## src/rtl/conv1_rm_pkg.sv

```systemverilog
// conv1_rm_pkg: shared constants, FSM states and FIFO entry type for the conv1 row-major SRAM read path
package conv1_rm_pkg;
   localparam int CONV1_RM_DATA_WIDTH = 16;
   localparam int CONV1_RM_ADDR_WIDTH = 9;
   localparam int CONV1_RM_WORDS = 336;
   typedef enum logic [1:0] {IDLE, RUN, DRAIN} rd_state_t;
   typedef struct packed {
      logic [CONV1_RM_DATA_WIDTH-1:0] data;
      logic last;
   } rd_fifo_ent_t;
endpackage

```

## src/rtl/conv1_rm_rd_fifo.sv

```systemverilog
// conv1_rm_rd_fifo: small synchronous FIFO with occupancy count and head read straight from storage
module conv1_rm_rd_fifo
   import conv1_rm_pkg::*;
#(
   parameter int FIFO_DEPTH = 4
) (
   input  logic                          clk0,
   input  logic                          rst0_n,
   input  logic                          push,
   input  rd_fifo_ent_t                  wdata,
   input  logic                          pop,
   output rd_fifo_ent_t                  head,
   output logic [$clog2(FIFO_DEPTH):0]   count
);
   localparam int PW = $clog2(FIFO_DEPTH);
   rd_fifo_ent_t mem [FIFO_DEPTH];
   logic [PW-1:0] wr_ptr, rd_ptr;
   always_ff @(posedge clk0 or negedge rst0_n) begin
      if (!rst0_n) begin
         wr_ptr <= '0;
         rd_ptr <= '0;
         count <= '0;
         for (int i = 0; i < FIFO_DEPTH; i++) mem[i] <= '0;
      end else begin
         if (push) begin
            mem[wr_ptr] <= wdata;
            wr_ptr <= wr_ptr + 1'b1;
         end
         if (pop) rd_ptr <= rd_ptr + 1'b1;
         count <= count + {{PW{1'b0}}, push} - {{PW{1'b0}}, pop};
      end
   end
   assign head = mem[rd_ptr];
endmodule

```

## src/rtl/conv1_rm_sram_rd_streamer.sv

```systemverilog
// conv1_rm_sram_rd_streamer: windowed SRAM port-0 reader feeding a credit-checked valid/ready stream.
// Define CONV1_RD_CHKSUM_EN to add the chksum output (running sum of popped words).
module conv1_rm_sram_rd_streamer
   import conv1_rm_pkg::*;
#(
   parameter int DATA_WIDTH = CONV1_RM_DATA_WIDTH,
   parameter int ADDR_WIDTH = CONV1_RM_ADDR_WIDTH,
   parameter int WORDS      = CONV1_RM_WORDS,
   parameter int FIFO_DEPTH = 4
) (
   input  logic                  clk0,
   input  logic                  rst0_n,
   input  logic                  start,
   input  logic [ADDR_WIDTH-1:0] base_addr,
   input  logic [ADDR_WIDTH-1:0] length,
   output logic                  busy,
   output logic                  done,
   output logic                  cmd_err,
   output logic                  sram_csb0,
   output logic                  sram_web0,
   output logic [ADDR_WIDTH-1:0] sram_addr0,
   input  logic [DATA_WIDTH-1:0] sram_dout0,
   output logic                  m_valid,
   input  logic                  m_ready,
   output logic [DATA_WIDTH-1:0] m_data,
   output logic                  m_last
`ifdef CONV1_RD_CHKSUM_EN
   ,
   output logic [DATA_WIDTH-1:0] chksum
`endif
);
   localparam int CW = $clog2(FIFO_DEPTH) + 1;
   localparam logic [CW:0] DEPTH_V = (CW+1)'(FIFO_DEPTH);
   localparam logic [ADDR_WIDTH:0] WORDS_V = (ADDR_WIDTH+1)'(WORDS);
   rd_state_t state, state_nx;
   logic [ADDR_WIDTH-1:0] nxt, rem, addr_q;
   logic [CW-1:0] count;
   logic inflight, inflight_last, issue, pop, accept, drain_done;
   rd_fifo_ent_t head;
   assign pop = m_valid & m_ready;
   assign m_valid = count != '0;
   assign m_data = head.data;
   assign m_last = m_valid & head.last;
   assign busy = state != IDLE;
   assign accept = state == IDLE && start && length != '0 &&
                   ({1'b0, base_addr} + {1'b0, length}) <= WORDS_V;
   // A read is only launched if its word is guaranteed a FIFO slot when it lands.
   assign issue = state == RUN &&
                  ({1'b0, count} + {{CW{1'b0}}, inflight} < DEPTH_V + {{CW{1'b0}}, pop});
   assign drain_done = state == DRAIN && count == '0 && !inflight;
   assign sram_csb0 = !issue;
   assign sram_web0 = 1'b1;
   assign sram_addr0 = issue ? nxt : addr_q;
   always_comb begin
      state_nx = state;
      if (accept) state_nx = RUN;
      else if (issue && rem == ADDR_WIDTH'(1)) state_nx = DRAIN;
      else if (drain_done) state_nx = IDLE;
   end
   always_ff @(posedge clk0 or negedge rst0_n) begin
      if (!rst0_n) begin
         state <= IDLE;
         nxt <= '0;
         rem <= '0;
         addr_q <= '0;
         inflight <= 1'b0;
         inflight_last <= 1'b0;
         done <= 1'b0;
         cmd_err <= 1'b0;
      end else begin
         state <= state_nx;
         done <= drain_done;
         cmd_err <= state == IDLE && start && !accept;
         inflight <= issue;
         inflight_last <= issue && rem == ADDR_WIDTH'(1);
         if (accept) begin
            nxt <= base_addr;
            rem <= length;
         end else if (issue) begin
            nxt <= nxt + 1'b1;
            rem <= rem - 1'b1;
            addr_q <= nxt;
         end
      end
   end
   // Data of the read registered last edge is valid now and captured on this edge.
   conv1_rm_rd_fifo #(.FIFO_DEPTH(FIFO_DEPTH)) u_fifo (
      .clk0   (clk0),
      .rst0_n (rst0_n),
      .push   (inflight),
      .wdata  ({sram_dout0, inflight_last}),
      .pop    (pop),
      .head   (head),
      .count  (count)
   );
`ifdef CONV1_RD_CHKSUM_EN
   always_ff @(posedge clk0 or negedge rst0_n) begin
      if (!rst0_n) chksum <= '0;
      else if (accept) chksum <= '0;
      else if (pop) chksum <= chksum + m_data;
   end
`endif
endmodule

```

## config.mk

```make
export PLATFORM = sky130hd
export DESIGN_NAME = conv1_rm_sram_rd_streamer
export DESIGN_NICKNAME = d
export VERILOG_FILES = /design/src/rtl/conv1_rm_pkg.sv /design/src/rtl/conv1_rm_rd_fifo.sv /design/src/rtl/conv1_rm_sram_rd_streamer.sv
export SDC_FILE = /design/constraint.sdc
export NUM_CORES = 1
export LEC_CHECK = 0
export CAP_MARGIN = 20
export CORE_UTILIZATION = 50
export DETAILED_ROUTE_END_ITERATION = 10
export PLACE_DENSITY = 0.76
export SLEW_MARGIN = 40
export SYNTH_ARGS = -nofsm -noshare
export SYNTH_HDL_FRONTEND = slang
export SYNTH_SLANG_ARGS = --single-unit
```

## constraint.sdc

```tcl
create_clock -name clk0 -period 2.3 [get_ports clk0]
set_input_delay 0.46 -clock clk0 [delete_from_list [all_inputs] [get_ports clk0]]
set_output_delay 0.46 -clock clk0 [all_outputs]
set_load 0.02 [all_outputs]
```

Word level (Yosys, flattened, before mapping)
Index checks and enable logic that the tools add are counted.

Bits in registers: 108. Input bits: 38. Output and inout port bits: 32.

Add/subtract/negate cells: 9. Order comparisons: 5. Equality and inequality tests: 3. Multiplexer cells: 14. Bitwise logic cells: 4. Reduce and logical (&&, ||, !) cells: 19.

Operators by type and width (count): bitwise mux 68 bit (1); two-way mux 17 bit (3); two-way mux 9 bit (5); binary-select mux 17 bit (select 2 bit) (1); demux 17 bit (select 2 bit) (1); adder 9 x 9 -> 10 bit (1); <= comparator 10 x 9 -> 1 bit (second input constant) (1); adder 9 x 1 -> 9 bit (second input constant) (1); == test 9 x 1 -> 1 bit (second input constant) (1); logical AND 1 bit (9); nonzero test 9 bit (1); subtractor 9 x 1 -> 9 bit (second input constant) (1); greater-or-equal comparator 3 bit (second input constant) (2); two-way mux 2 bit (3); inverter 2 -> 3 bit (2); nonzero test 3 bit (2); adder 2 x 1 -> 2 bit (second input constant) (2); adder 3 x 1 -> 4 bit (1); adder 3 x 1 -> 4 bit (first input constant) (1); less-than comparator 4 bit (1); nonzero test 2 bit (2); adder 3 x 1 -> 3 bit (1); logical NOT 1 bit (3); logical NOT 3 bit (1); 6 further kinds (7).

Longest topological paths before layout
Depth after elaboration: 8. Gate-level depth with buffers: 10.

Modules after synthesis
Synthesis repeated with hierarchy kept, for this count alone.

Cell total of the unflattened synthesis: 419. Area, all modules: 5851.9 um2.

Modules (own cells, without submodules): conv1_rm_rd_fifo (instances 1, cells each 194, area an instance 3522.1 um2, seq. area each 1876.8 um2); conv1_rm_sram_rd_streamer (instances 1, cells each 225, area an instance 2329.7 um2, seq. area each 825.8 um2).

Worst setup path before layout
No wires, ideal clock.

Kind: input port to flip-flop. Start: input base_addr[0]. End: register nxt[0]. Setup time: 125 ps. Data arrival time: 2542 ps. Required time: 2175 ps. Slack: -367 ps. Stages: 9. Cell sequence: ha_1 fa_1 a211oi_2 o21ai_1 and3_1 a2111o_1 nand3_2 buf_6 mux2_4.

Cells in the longest elaborated chain, start to end: 4. Elaborated cells on any way between the ends: 5. Classes of those cells: 1 x add/sub; 1 x order compare; 1 x mux; 2 x reduce/logical.

Ends and longest elaborated chain: start: declaration (line conv1_rm_sram_rd_streamer.sv:14) `input logic [ADDR_WIDTH-1:0] base_addr,`; adder 9 x 9 -> 10 bit (line conv1_rm_sram_rd_streamer.sv:46) `({1'b0, base_addr} + {1'b0, length}) <= WORDS_V;`; <= comparator 10 x 9 -> 1 bit (not written as such) (line conv1_rm_sram_rd_streamer.sv:46); logical AND 1 bit (line conv1_rm_sram_rd_streamer.sv:45) `assign accept = state == IDLE && start && length != '0 &&`; two-way mux 9 bit or nonzero test 2 bit (tied branches); end signal: assignment (line conv1_rm_sram_rd_streamer.sv:77) `nxt <= base_addr;`; end signal: assignment (line conv1_rm_sram_rd_streamer.sv:80) `nxt <= nxt + 1'b1;`; end: declaration (line conv1_rm_sram_rd_streamer.sv:36) `logic [ADDR_WIDTH-1:0] nxt, rem, addr_q;`.

Several ways; a longest one is shown, not always the timed one. A chain may end at the register's enable or synchronous reset.

Worst setup path after layout
Start: register u_fifo.count[0]. End: output sram_addr0[6].

Cells in the longest elaborated chain, start to end: 6. Elaborated cells on any way between the ends: 7. Classes of those cells: 2 x add/sub; 1 x order compare; 1 x mux; 1 x bitwise; 2 x reduce/logical.

Ends and longest elaborated chain: start: declaration (line conv1_rm_rd_fifo.sv:13) `output logic [$clog2(FIFO_DEPTH):0] count`; start signal: assignment (line conv1_rm_rd_fifo.sv:30) `count <= count + {{PW{1'b0}}, push} - {{PW{1'b0}}, pop};`; nonzero test 3 bit (line conv1_rm_sram_rd_streamer.sv:41) `assign m_valid = count != '0;`; bitwise AND 1 bit (line conv1_rm_sram_rd_streamer.sv:40) `assign pop = m_valid & m_ready;`; adder 3 x 1 -> 4 bit (line conv1_rm_sram_rd_streamer.sv:49) `({1'b0, count} + {{CW{1'b0}}, inflight} < DEPTH_V + {{CW{1'b0}}, pop});`; less-than comparator 4 bit * (line conv1_rm_sram_rd_streamer.sv:49); logical AND 1 bit * (line conv1_rm_sram_rd_streamer.sv:48) `assign issue = state == RUN &&`; two-way mux 9 bit *; end: declaration (line conv1_rm_sram_rd_streamer.sv:21) `output logic [ADDR_WIDTH-1:0] sram_addr0,`.

Mark *: on every way between the ends. The rest lies on a longest branch, timed or not.

==> qor.csv <==
stage;metric;value;unit
timing;Setup violations, final;29;
floorplanning;die width;107;um
cts;worst skew pair latency;0.38;ns
pwr;Seq pwr share;0.412;
floorplanning;die area;11400;sq um
grt;all-layer global routing usage;0.244;
timing;Slew @ Worst Pin;0.557;ns
logic_synthesis;Synth cell types;52;
grt;initial antenna violation count;0;
pwr;static leakage;3.52;nW
cts;CTS Buffer Depth;2;
grt;GRT Residual Overflow;0;
floorplanning;row cnt;37;
outcome;failing checks;hold timing, setup timing;
grt;vias in the first global route;4313;
placement;DP Wirelength;8510;um
final_layout;Area Growth Syn to Fin;38.6;%
detailed_routing;total wire length;13000;um
final_layout;layout cells sized above 1;0.501;
detailed_routing;wire per inst;18.0;um
logic_synthesis;FF+latch count, synth;108;
outcome;status;complete, but fails checks;
flow_run;max-cap viol count;0;
setup_path;Critical Path RT;1.84;ns
floorplanning;Die H;107;um
setup_path;CP max FO;6;
timing;Tcrit/Tclk final;1.14;
detailed_routing;Vias;3972;
logic_synthesis;top_reg_cell synth;dfrtp_1;
final_layout;Seq. cell area;2710;sq um
cts;clock transition at the registers of the reported paths;0.11;ns
timing;final hold violation count;1;
grt;largest net degree at the start of global routing;49;
setup_path;Startpoint Class;flip-flop;
pwr;switch share;0.316;
setup_path;Critical path origin;u_fifo.count[0];
setup_path;CP Capture Type;output port;
logic_synthesis;sequential area share after synthesis;0.492;
timing;Fmax;381;MHz
timing;Final Slew Violations;0;
final_layout;number of non-filler instances in the completed layout;719;
pwr;Peak VDD IR;435;uV
detailed_routing;initial drt markers;183;
cts;Clock Sinks;108;
timing;Final WS setup;-0.325;ns
pwr;clock power share;0.230;
setup_path;kind of critical path;reg -> out;
timing;Tmin final;2.62;ns
final_layout;Total Nets Final;640;
pwr;total power;5.10;mW
pwr;Sw Pwr;1.61;mW
logic_synthesis;EDFF count, synth;0;
final_layout;Antenna Cells;0;
cts;cts hold-fix bufs;0;
cts;H-tree Lvls;3;
floorplanning;Initial Util;0.523;
placement;placed insts;681;
pwr;internal power;3.49;mW
final_layout;FILL cells;702;
timing;Hold Worst Slack;-0.000591;ns
cts;CTS root buffer;clkbuf_8;
pwr;power per cell area;669;nW/um^2
floorplanning;I/O pin count;70;
detailed_routing;Detailed Routing Iterations Pass 1;6;
timing;Worst slew margin;0.626;
cts;CTS Buf Count;9;
logic_synthesis;Synth async-reset ratio;1.00;
placement;PortBufs;68;
timing;RSZ-0062 raised after global routing;true;
floorplanning;Core Region;10500;sq um
setup_path;worst r2r src;u_fifo.count[0];
min_path;Hold WC Path Type;in -> async;
logic_synthesis;Mapped Avg Cell Area;12.8;sq um
final_layout;multi-input logic area;3000;sq um
timing;clk_skew;0.00955;ns
logic_synthesis;cell area after synthesis;5500;sq um
detailed_routing;vias per cell;5.52;
setup_path;CP Data Arrival Time;2.16;ns
detailed_routing;DRC viols;0;
cts;CTS tree;yes;
logic_synthesis;cell count after synthesis;428;
grt;first-pass GRT wire length;21300;um
detailed_routing;Antenna Nets Post-Route;0;
logic_synthesis;syn nets;489;
logic_synthesis;Synth Warn #;0;
pwr;Comb power frac;0.357;
placement;Placer Congestion;0.817;
worst paths after layout:
| path | to | slack (ns) | cells past startpoint |
|---|---|---|---|
| worst max-delay path | sram_addr0[6] | -0.32 | 9 |
| worst min-delay path | u_fifo.mem[54] | -0.0006 | 1 |
| worst max register to register | rem[3] | -0.16 | 12 |
| worst min register to register | u_fifo.mem[25] | 0.51 | 1 |
| max in group asynchronous | u_fifo.rd_ptr[0] | 1.52 | 2 |
| min in group clk0 | nxt[1] | 0.40 | 2 |
per-stage QoR:
stage / setup TNS, ns / hold slack [ns] / setup WS, ns / cell area (sq um) / utilization
5_1_grt: -7.07 / 0.0111 / -0.411 / 7620 / 0.725
4_1_cts: -4.65 / 0.00128 / -0.348 / 7510 / 0.715
3_3_place_gp: -22.46 / 0.416 / -0.846 / 6840 / 0.651
2_1_floorplan: -3.85 / 0.164 / -0.237 / 5570 / -
6_report: -4.82 / -0.000591 / -0.325 / 7620 / 0.725
3_5_place_dp: -24.71 / 0.426 / -0.908 / 6840 / 0.651
metal layers:
layer,share of wire,up-vias,track usage
met5,0,-,0
met4,0.017,0,0.0626
met3,0.039,27,0.0486
met2,0.54,107,0.450
met1,0.41,2003,0.288
li1,-,1835,-
cell type report:
cell class,count,share of cell area
Inverter,14,0.00723
Timing Repair inverter,1,0.000985
Sequential cell,108,0.355
Tap cell,136,0.0223
Multi-Input combinational cell,290,0.394
Timing Repair Buffer,155,0.194
Clock buffer,9,0.0163
Clock inverter,6,0.00985
logic make-up (layout without fill, tap and decap cells):
logic type,count (synthesis),after routing,synth area share
mux,101,101,0.252
flops,108,108,0.492
xor+xnor,21,21,0.0335
simple gates,110,110,0.0958
fa+ha+maj,23,23,0.0551
buf+inv,30,185,0.0246
compound gates,34,34,0.0469
other cells,1,1,0.000682
power by group through the flow:
stage	Clock [mW]	Sequential, mW	Combinational, mW
final	1.17	2.10	1.82
after global routing	1.28	2.12	1.95
after CTS	1.20	2.09	1.73
after detailed placement	0	2.11	1.73
after global placement	0	2.11	1.68
after floorplan	0	2.09	0.955
timing repair:
item	CTS	global route
buffers inserted	13	5
endpoints found under the setup margin	49	48
resized for setup	192	44
cloned	5	1
pin swaps	28	20
placed cells by master (no fill, tap or decap), drive strengths merged, types with 6 or more instances in the layout:
master / n
xor2: 8
xnor2: 13
clkbuf: 21
nand3: 11
mux4: 17
ha: 21
dfrtp: 108
clkdlybuf4s50: 25
inv: 15
mux2: 83
o21ai: 6
buf: 105
dlygate4sd2: 8
nor2: 12
nand2: 55
flip-flops by register name, indices dropped and copies added, names as in the netlist, 2 cells and up:
register,count
u_fifo.wr_ptr,2
nxt,9
u_fifo.count,3
u_fifo.rd_ptr,2
addr_q,9
rem,9
state,2
u_fifo.mem,68
cell usage after synthesis, types with 2 or more instances:
cell type | count | area (sq um)
mux2_2 | 68 | 766
xor2_1 | 8 | 70.1
o31ai_1 | 2 | 15.0
o21bai_1 | 2 | 15.0
a211o_1 | 2 | 17.5
nor3_1 | 5 | 25.0
buf_2 | 3 | 15.0
a21oi_1 | 5 | 25.0
nor2b_1 | 3 | 18.8
dfrtp_1 | 108 | 2700
nor2_1 | 12 | 45.0
fa_1 | 2 | 40.0
and3_1 | 2 | 12.5
o21ai_0 | 5 | 25.0
or3_1 | 3 | 18.8
nand3_1 | 10 | 50.1
a2111o_1 | 2 | 22.5
o21a_1 | 4 | 30.0
nand4b_1 | 4 | 35.0
clkbuf_1 | 7 | 26.3
and2_1 | 2 | 12.5
ha_1 | 21 | 263
buf_6 | 2 | 22.5
nand2_1 | 55 | 206
xnor2_1 | 13 | 114
inv_1 | 14 | 52.6
nor4_1 | 4 | 25.0
nand4_1 | 2 | 12.5
a311o_1 | 2 | 20.0
mux2_4 | 15 | 225
mux4_2 | 17 | 383
and4_1 | 2 | 17.5
buf_1 | 3 | 11.3
critical path: stages, from the launching register on:
cell     delay (ns)
dfrtp_1        0.40
ha_2           0.21
ha_4           0.22
o31ai_4        0.23
nand4_1        0.14
buf_6          0.18
buf_12         0.15
nand2_4        0.07
nand2_2        0.05
buf_6          0.13
Power figures use the tool's default switching activity.
